<file path="src/rtl/next_pc_unit.sv">
// Next-PC generator closing the fetch loop: sequential advance, same-cycle JAL,
// branch/JALR redirects resolved by execute, stall hold and halt on SYSTEM.
module next_pc_unit #(
  parameter int unsigned XLEN           = 32,
  parameter bit          HALT_ON_SYSTEM = 1'b1
) (
  input  logic            clock,
  input  logic            reset,
  input  logic [XLEN-1:0] inst_address,
  input  logic [31:0]     inst_code,
  input  logic            stall,
  input  logic            ex_valid,
  input  logic            ex_taken,
  input  logic [XLEN-1:0] ex_target,
  output logic [XLEN-1:0] next_pc,
  output logic            fetch_bubble,
  output logic            halted,
  output logic            misalign_err
);

  localparam logic [6:0] OpJal    = 7'b1101111;
  localparam logic [6:0] OpBranch = 7'b1100011;
  localparam logic [6:0] OpJalr   = 7'b1100111;
  localparam logic [6:0] OpSystem = 7'b1110011;

  typedef enum logic [1:0] {StSeq, StWait, StPend, StHalt} state_e;

  state_e          state_q, state_d;
  logic [XLEN-1:0] saved_pc_q, saved_pc_d;
  logic            pend_taken_q, pend_taken_d;
  logic [XLEN-1:0] pend_target_q, pend_target_d;
  logic            misalign_q, misalign_d;

  logic [6:0]      opcode;
  logic [XLEN-1:0] jal_imm;
  logic            redir;
  logic [XLEN-1:0] redir_tgt;
  logic            unused_inst;

  assign opcode      = inst_code[6:0];
  assign jal_imm     = {{(XLEN-20){inst_code[31]}}, inst_code[19:12], inst_code[20],
                        inst_code[30:21], 1'b0};
  assign unused_inst = ^inst_code[11:7];

  always_comb begin
    state_d       = state_q;
    saved_pc_d    = saved_pc_q;
    pend_taken_d  = pend_taken_q;
    pend_target_d = pend_target_q;
    misalign_d    = misalign_q;
    next_pc       = inst_address;
    redir         = 1'b0;
    redir_tgt     = '0;

    unique case (state_q)
      StSeq: begin
        if (!stall) begin
          case (opcode)
            OpJal: begin
              redir     = 1'b1;
              redir_tgt = inst_address + jal_imm;
            end
            OpBranch, OpJalr: begin
              saved_pc_d = inst_address;
              state_d    = StWait;
            end
            OpSystem: begin
              if (HALT_ON_SYSTEM) state_d = StHalt;
              else                next_pc = inst_address + XLEN'(4);
            end
            default: next_pc = inst_address + XLEN'(4);
          endcase
        end
      end
      StWait: begin
        if (ex_valid) begin
          if (stall) begin
            // Execute only presents its result for one cycle; park it until the stall lifts.
            pend_taken_d  = ex_taken;
            pend_target_d = ex_target;
            state_d       = StPend;
          end else begin
            state_d = StSeq;
            if (ex_taken) begin
              redir     = 1'b1;
              redir_tgt = ex_target;
            end else begin
              next_pc = saved_pc_q + XLEN'(4);
            end
          end
        end
      end
      StPend: begin
        if (!stall) begin
          state_d = StSeq;
          if (pend_taken_q) begin
            redir     = 1'b1;
            redir_tgt = pend_target_q;
          end else begin
            next_pc = saved_pc_q + XLEN'(4);
          end
        end
      end
      StHalt: ;
      default: state_d = StSeq;
    endcase

    // Misaligned targets are still followed, word-aligned, and flagged.
    if (redir) begin
      next_pc = {redir_tgt[XLEN-1:2], 2'b00};
      if (redir_tgt[1:0] != 2'b00) misalign_d = 1'b1;
    end

    if (!reset) begin
      state_d       = StSeq;
      saved_pc_d    = '0;
      pend_taken_d  = 1'b0;
      pend_target_d = '0;
      misalign_d    = 1'b0;
      next_pc       = '0;
    end
  end

  always_ff @(posedge clock) begin
    state_q       <= state_d;
    saved_pc_q    <= saved_pc_d;
    pend_taken_q  <= pend_taken_d;
    pend_target_q <= pend_target_d;
    misalign_q    <= misalign_d;
  end

  assign fetch_bubble = !reset || (state_q != StSeq);
  assign halted       = (state_q == StHalt);
  assign misalign_err = misalign_q;

endmodule

</file>
<file path="config.mk">
export PLATFORM = sky130hd
export DESIGN_NAME = next_pc_unit
export DESIGN_NICKNAME = d
export VERILOG_FILES = /design/src/rtl/next_pc_unit.sv
export SDC_FILE = /design/constraint.sdc
export NUM_CORES = 1
export LEC_CHECK = 0
export ABC_CLOCK_PERIOD_IN_PS = 8200
export BUFFER_PORTS_ARGS = -buffer_cell sky130_fd_sc_hd__buf_2
export CAP_MARGIN = 30
export CORE_MARGIN = 2
export CORE_UTILIZATION = 40
export DETAILED_ROUTE_END_ITERATION = 8
export GPL_ROUTABILITY_DRIVEN = 0
export PLACE_DENSITY_LB_ADDON = 0.25
export REMOVE_ABC_BUFFERS = 1
export SYNTH_ARGS = -nofsm -noshare
export SYNTH_HDL_FRONTEND = slang
export SYNTH_SLANG_ARGS = --single-unit
</file>
<file path="constraint.sdc">
create_clock -name clock -period 8.2 [get_ports clock]
set_input_delay 0.82 -clock clock [delete_from_list [all_inputs] [get_ports clock]]
set_output_delay 0.82 -clock clock [all_outputs]
set_load 0.02 [all_outputs]
</file>
Word level (Yosys, flattened, before mapping)
Index checks and enable logic that the tools add are counted.
{"block": "totals", "in_bits": 101, "output_inout_bits": 35, "wordCells": 64, "register_bits": 68}
{"block": "op_classes", "eq_ne": 11, "n_reduce_logical": 12, "add_sub_neg": 3, "bitwise": 1, "mux": 32}
{"cell": "32-bit 2-to-1 mux", "count": 16}
{"cell": "32-bit one-hot mux with 3 select lines", "count": 2}
{"cell": "32-bit by 3-bit adder with 32-bit output (second input constant)", "count": 2}
{"cell": "32-bit adder", "count": 1}
{"cell": "7-bit equality test (second input constant)", "count": 4}
{"cell": "2-bit 2-to-1 mux", "count": 4}
{"cell": "1-bit 2-to-1 mux", "count": 7}
{"cell": "2-bit != test (second input constant)", "count": 3}
{"cell": "2-bit one-hot mux with 3 select lines", "count": 1}
{"cell": "3-bit AND reduction", "count": 2}
{"cell": "5-bit AND reduction", "count": 1}
{"cell": "2-bit equality test (second input constant)", "count": 2}
{"cell": "2-bit one-hot mux with 2 select lines", "count": 1}
{"cell": "2-bit nonzero test", "count": 2}
{"cell": "4-bit OR reduction", "count": 1}
{"cell": "3-bit by 2-bit != test with 1-bit output (second input constant)", "count": 1}
{"cell": "1-bit one-hot mux with 3 select lines", "count": 1}
{"cell": "3-bit nonzero test", "count": 1}
{"cell": "2-bit by 1-bit equality test with 1-bit output (second input constant)", "count": 1}
{"cell": "2-bit zero test", "count": 1}
{"cell": "2-bit AND reduction", "count": 1}
{"cell": "2-bit OR reduction", "count": 1}
{"cell": "1-bit zero test", "count": 1}
{"cell": "1-bit logical OR", "count": 1}
{"cell": "1-bit inverter", "count": 1}

Longest topological paths before layout
{"block": "depth", "depth_word": 7, "mapped_depth": 12, "ltp_nobuf": 10}

Worst setup path after synthesis
Ideal clock, no wire load.
{"block": "synth_path", "path_type": "input to output", "from": "in inst_address[1]", "to": "out next_pc[19]", "required_time_ps": 7380, "slack_ps": 4079, "arrival_ps": 3301, "n_path_buf": 0, "path_stages": 10, "path_cell_list": "ha_1 -> fa_1 -> a211oi_1 -> o211ai_1 -> a21oi_1 -> o21ai_0 -> a211oi_1 -> xnor2_1 -> a21oi_1 -> nor3_1"}
{"block": "synth_between", "elab_chain_len": 6, "elab_cells_between_ends": 10}
{"element": "start: declaration", "line": "9", "source": "input logic [XLEN-1:0] inst_address,"}
{"element": "32-bit by 3-bit adder with 32-bit output or 32-bit adder (tied branches)", "line": "71, 61"}
{"element": "32-bit 2-to-1 mux (on tied branches)"}
{"element": "32-bit 2-to-1 mux", "line": "57", "source": "if (!stall) begin"}
{"element": "32-bit one-hot mux with 3 select lines", "line": "55", "source": "unique case (state_q)"}
{"element": "32-bit 2-to-1 mux *", "line": "109", "source": "if (redir) begin"}
{"element": "32-bit 2-to-1 mux *", "line": "114", "source": "if (!reset) begin"}
{"element": "end: declaration", "line": "15", "source": "output logic [XLEN-1:0] next_pc,"}
Mark *: on every way between the ends. The rest lies on a longest branch, timed or not.

Worst setup path in the final report
Ends and elaborated chain as after synthesis.

==> flow_summary.json <==
{
  "drc": 0,
  "hp-start": "pend_target_q[0]$_SDFFE_PN0P_",
  "ant_nets": 0,
  "crit_slowest_cell": "a21oi_1",
  "syn-cell-area_um2": 6820,
  "setup_viol_count_final": 0,
  "cpLargestDelayFamily": "compound AO/OA/AOI/OAI gates",
  "p_per_area_nw_per_um2": 158,
  "cp_num_cells": 12,
  "p_int_mw": 0.762,
  "fin_cells": 1295,
  "ioPinCount": 136,
  "die_h_um": 135,
  "hpwl_um": 17700,
  "arrival_ns": 3.93,
  "status": "finished, final reports clean",
  "startpoint": "inst_address[1]",
  "maxCapViolCount": 0,
  "endpoint_kind": "primary output",
  "critical_path_class": "in -> out",
  "hold_depth": 2,
  "r2r-start": "state_q[1]$_SDFFE_PN0P_",
  "netlist.area_leader.share_pct": 20.0,
  "postPlaceCellArea_um2": 7620,
  "pwr-share-seq_pct": 28.1,
  "start_util_pct": 41.0,
  "place_inst": 1277,
  "grt_pass1_vias": 7038,
  "cp.required_ns": 7.38,
  "cp_num_buf_inv": 2,
  "cts_root_buf": "clkbuf_16",
  "ys_types": 67,
  "area_growth_pct": 16.0,
  "yosys.area.top_type": "dfxtp_1",
  "cts.path.max_buffers": 2,
  "post-route-period-util_pct": 57.9,
  "tightest_slew_ns": 0.955,
  "yosysWarnings": 0,
  "skew_ns": 0.00494,
  "die_area_um2": 18100,
  "cp-start-kind": "input pin",
  "syn_area_per_cell_um2": 7.00,
  "grt_overflow_total": 0,
  "via_count": 7858,
  "utilization_pct": 47.5,
  "max_freq_ghz": 0.211,
  "syn_inst": 974,
  "async_flop_share_pct": 0,
  "portBuffers": 130,
  "core_area_um2": 16600,
  "grt_start_max_net_pins": 86,
  "drive_gt1_share_pct": 15.8,
  "via_per_inst": 6.07,
  "p_clk_share_pct": 30.3,
  "cts_setup_buffers": 0,
  "final_area_um2": 7910,
  "hold_path_end": "pend_target_q[0]$_SDFFE_PN0P_",
  "ys_seq_area_share_pct": 20.0,
  "leakage_nw": 3.05,
  "switchingPower_mw": 0.491,
  "cts.sinks": 68,
  "ir_drop_mv": 0.111,
  "grtUsageTotal_pct": 26.0,
  "hold_violations": 0,
  "max_stage_delay_ns": 0.52,
  "htreeDepth": 3,
  "worstRegToRegCells": 9,
  "worstPathCellList": "buf_2 -> ha_1 -> fa_1 -> a211oi_1 -> o211ai_1 -> a21oi_1 -> o21ai_0 -> a211oi_1 -> xnor2_1 -> a21oi_1 -> nor3_1 -> buf_2",
  "wl_per_cell_um": 18.5,
  "tritoncts": "yes",
  "wl_um": 24000,
  "die_w_um": 135,
  "worstHoldPathType": "reg -> reg",
  "antenna_found_initial": 2,
  "cts_buffers": 9,
  "min_period_ns": 4.75,
  "synth_edf_count": 0,
  "critPathMaxFanout": 6,
  "rows": 47,
  "slew_headroom_pct": 36.4,
  "rsz0062_at_grt": "no",
  "synth_area_leaders": "dfxtp_1, nand2_1, ha_1",
  "ys.flop_type": "dfxtp_1",
  "pwr-share-comb_pct": 41.7,
  "switching_share_pct": 39.2,
  "clk_pin_slew_worst_paths_ns": 0.05,
  "reg2reg_slack_ns": 5.63,
  "dr.pass1.iters": 6,
  "tns_ns": 0,
  "nets": 1206,
  "cts_resized": 0,
  "clkLatencyLatePin_ns": 0.35,
  "grt_pass1_wl_um": 37500,
  "r2r_end": "misalign_err$_SDFFE_PN0P_",
  "final-max-slew-violation-count": 0,
  "dr.first_iter.drc_count": 722,
  "ys_ff_latch": 68,
  "ctsHoldBuffers": 0
}
stage by stage:
step | hold slack [ns] | worst slack [ns] | total power [mW]
finish | 0.459 | 3.45 | 1.25
detailed placement | 0.456 | 3.52 | 0.868
floorplan | 0.440 | 4.03 | 0.694
global placement | 0.452 | 3.49 | 0.864
global route | 0.486 | 3.26 | 1.32
CTS | 0.464 | 3.51 | 1.25
how the worst max path moves through the flow:
stage / endpoint / slack [ns]
2_1_floorplan: next_pc[19] / 4.03
3_3_place_gp: next_pc[19] / 3.49
3_5_place_dp: next_pc[19] / 3.52
4_1_cts: next_pc[19] / 3.51
5_1_grt: next_pc[19] / 3.26
6_report: next_pc[19] / 3.45
power by group through the flow:
stage / clock (mW) / combinational, mW / sequential [mW]
after floorplan: 0 / 0.337 / 0.357
after global placement: 0 / 0.507 / 0.358
after detailed placement: 0 / 0.510 / 0.358
after CTS: 0.384 / 0.512 / 0.351
after global routing: 0.398 / 0.572 / 0.353
final: 0.379 / 0.522 / 0.351
tightest hold or removal path, delay by kind of cell, from the launching register on:
kind            cells  cell delay [ns]
compound gates      1             0.06
simple gates        1             0.04
flops               1             0.30
kinds of logic (layout without fill, tap and decap cells):
| group | Yosys count | in the layout | share of synthesized area, % |
|---|---|---|---|
| compound gates | 349 | 349 | 35.1 |
| fa+ha+maj | 37 | 37 | 6.90 |
| flops | 68 | 68 | 20.0 |
| xor+xnor | 56 | 56 | 7.19 |
| buf+inv | 78 | 177 | 4.33 |
| simple gates | 380 | 380 | 25.6 |
| mux | 6 | 6 | 0.917 |
| other cells | 0 | 2 | 0 |
per-layer routing:
| layer | vias up | wire length [um] | GRT usage [%] |
|---|---|---|---|
| met3 | 39 | 1700 | 4.69 |
| met1 | 3705 | 10800 | 35.7 |
| li1 | 3812 | - | - |
| met2 | 302 | 11000 | 41.6 |
| met5 | - | 0 | 0 |
| met4 | 0 | 539 | 8.13 |
cells in the mapped netlist, types with 18 or more instances:
master	count
a221oi_1	24
ha_1	36
nand4_1	21
clkbuf_1	57
inv_1	18
o21ai_0	70
nand2_1	194
xor2_1	20
nand3_1	27
dfxtp_1	68
xnor2_1	36
nor2_1	50
a21boi_0	54
a21oi_1	86
nor3_1	27
sequential cells by signal (all words and copies together) (netlist names):
register / flops
misalign_err: 1
pend_taken_q: 1
pend_target_q: 32
saved_pc_q: 32
state_q: 2
layout by cell type (no fill, tap or decap), types with 6 or more instances in the layout:
cell and n:
nand2_1 194, buf_2 130, a21oi_1 86, o21ai_0 70, dfxtp_1 68, a21boi_0 54
nor2_1 50, xnor2_1 36, ha_1 36, nand3_1 27, nor3_1 25, a221oi_1 24
nand4_1 21, xor2_1 20, inv_1 18, and3_1 17, a221o_1 17, a211oi_1 13
buf_4 12, a21o_1 11, o211ai_1 10, and2_1 9, clkbuf_16 9, a31oi_1 8
nor4_1 7, o31ai_1 6
cell type report:
class / instances / area, um^2
fillers: 1741 / 8730
flip-flops and latches: 68 / 1360
clock buffers: 15 / 278
inverters: 19 / 71.3
diodes: 2 / 5.00
repair buffers: 142 / 741
well taps: 220 / 275
clock inverters: 1 / 5.00
multi-input cells: 828 / 5170
Note: power is estimated with default switching activity, not from simulation.
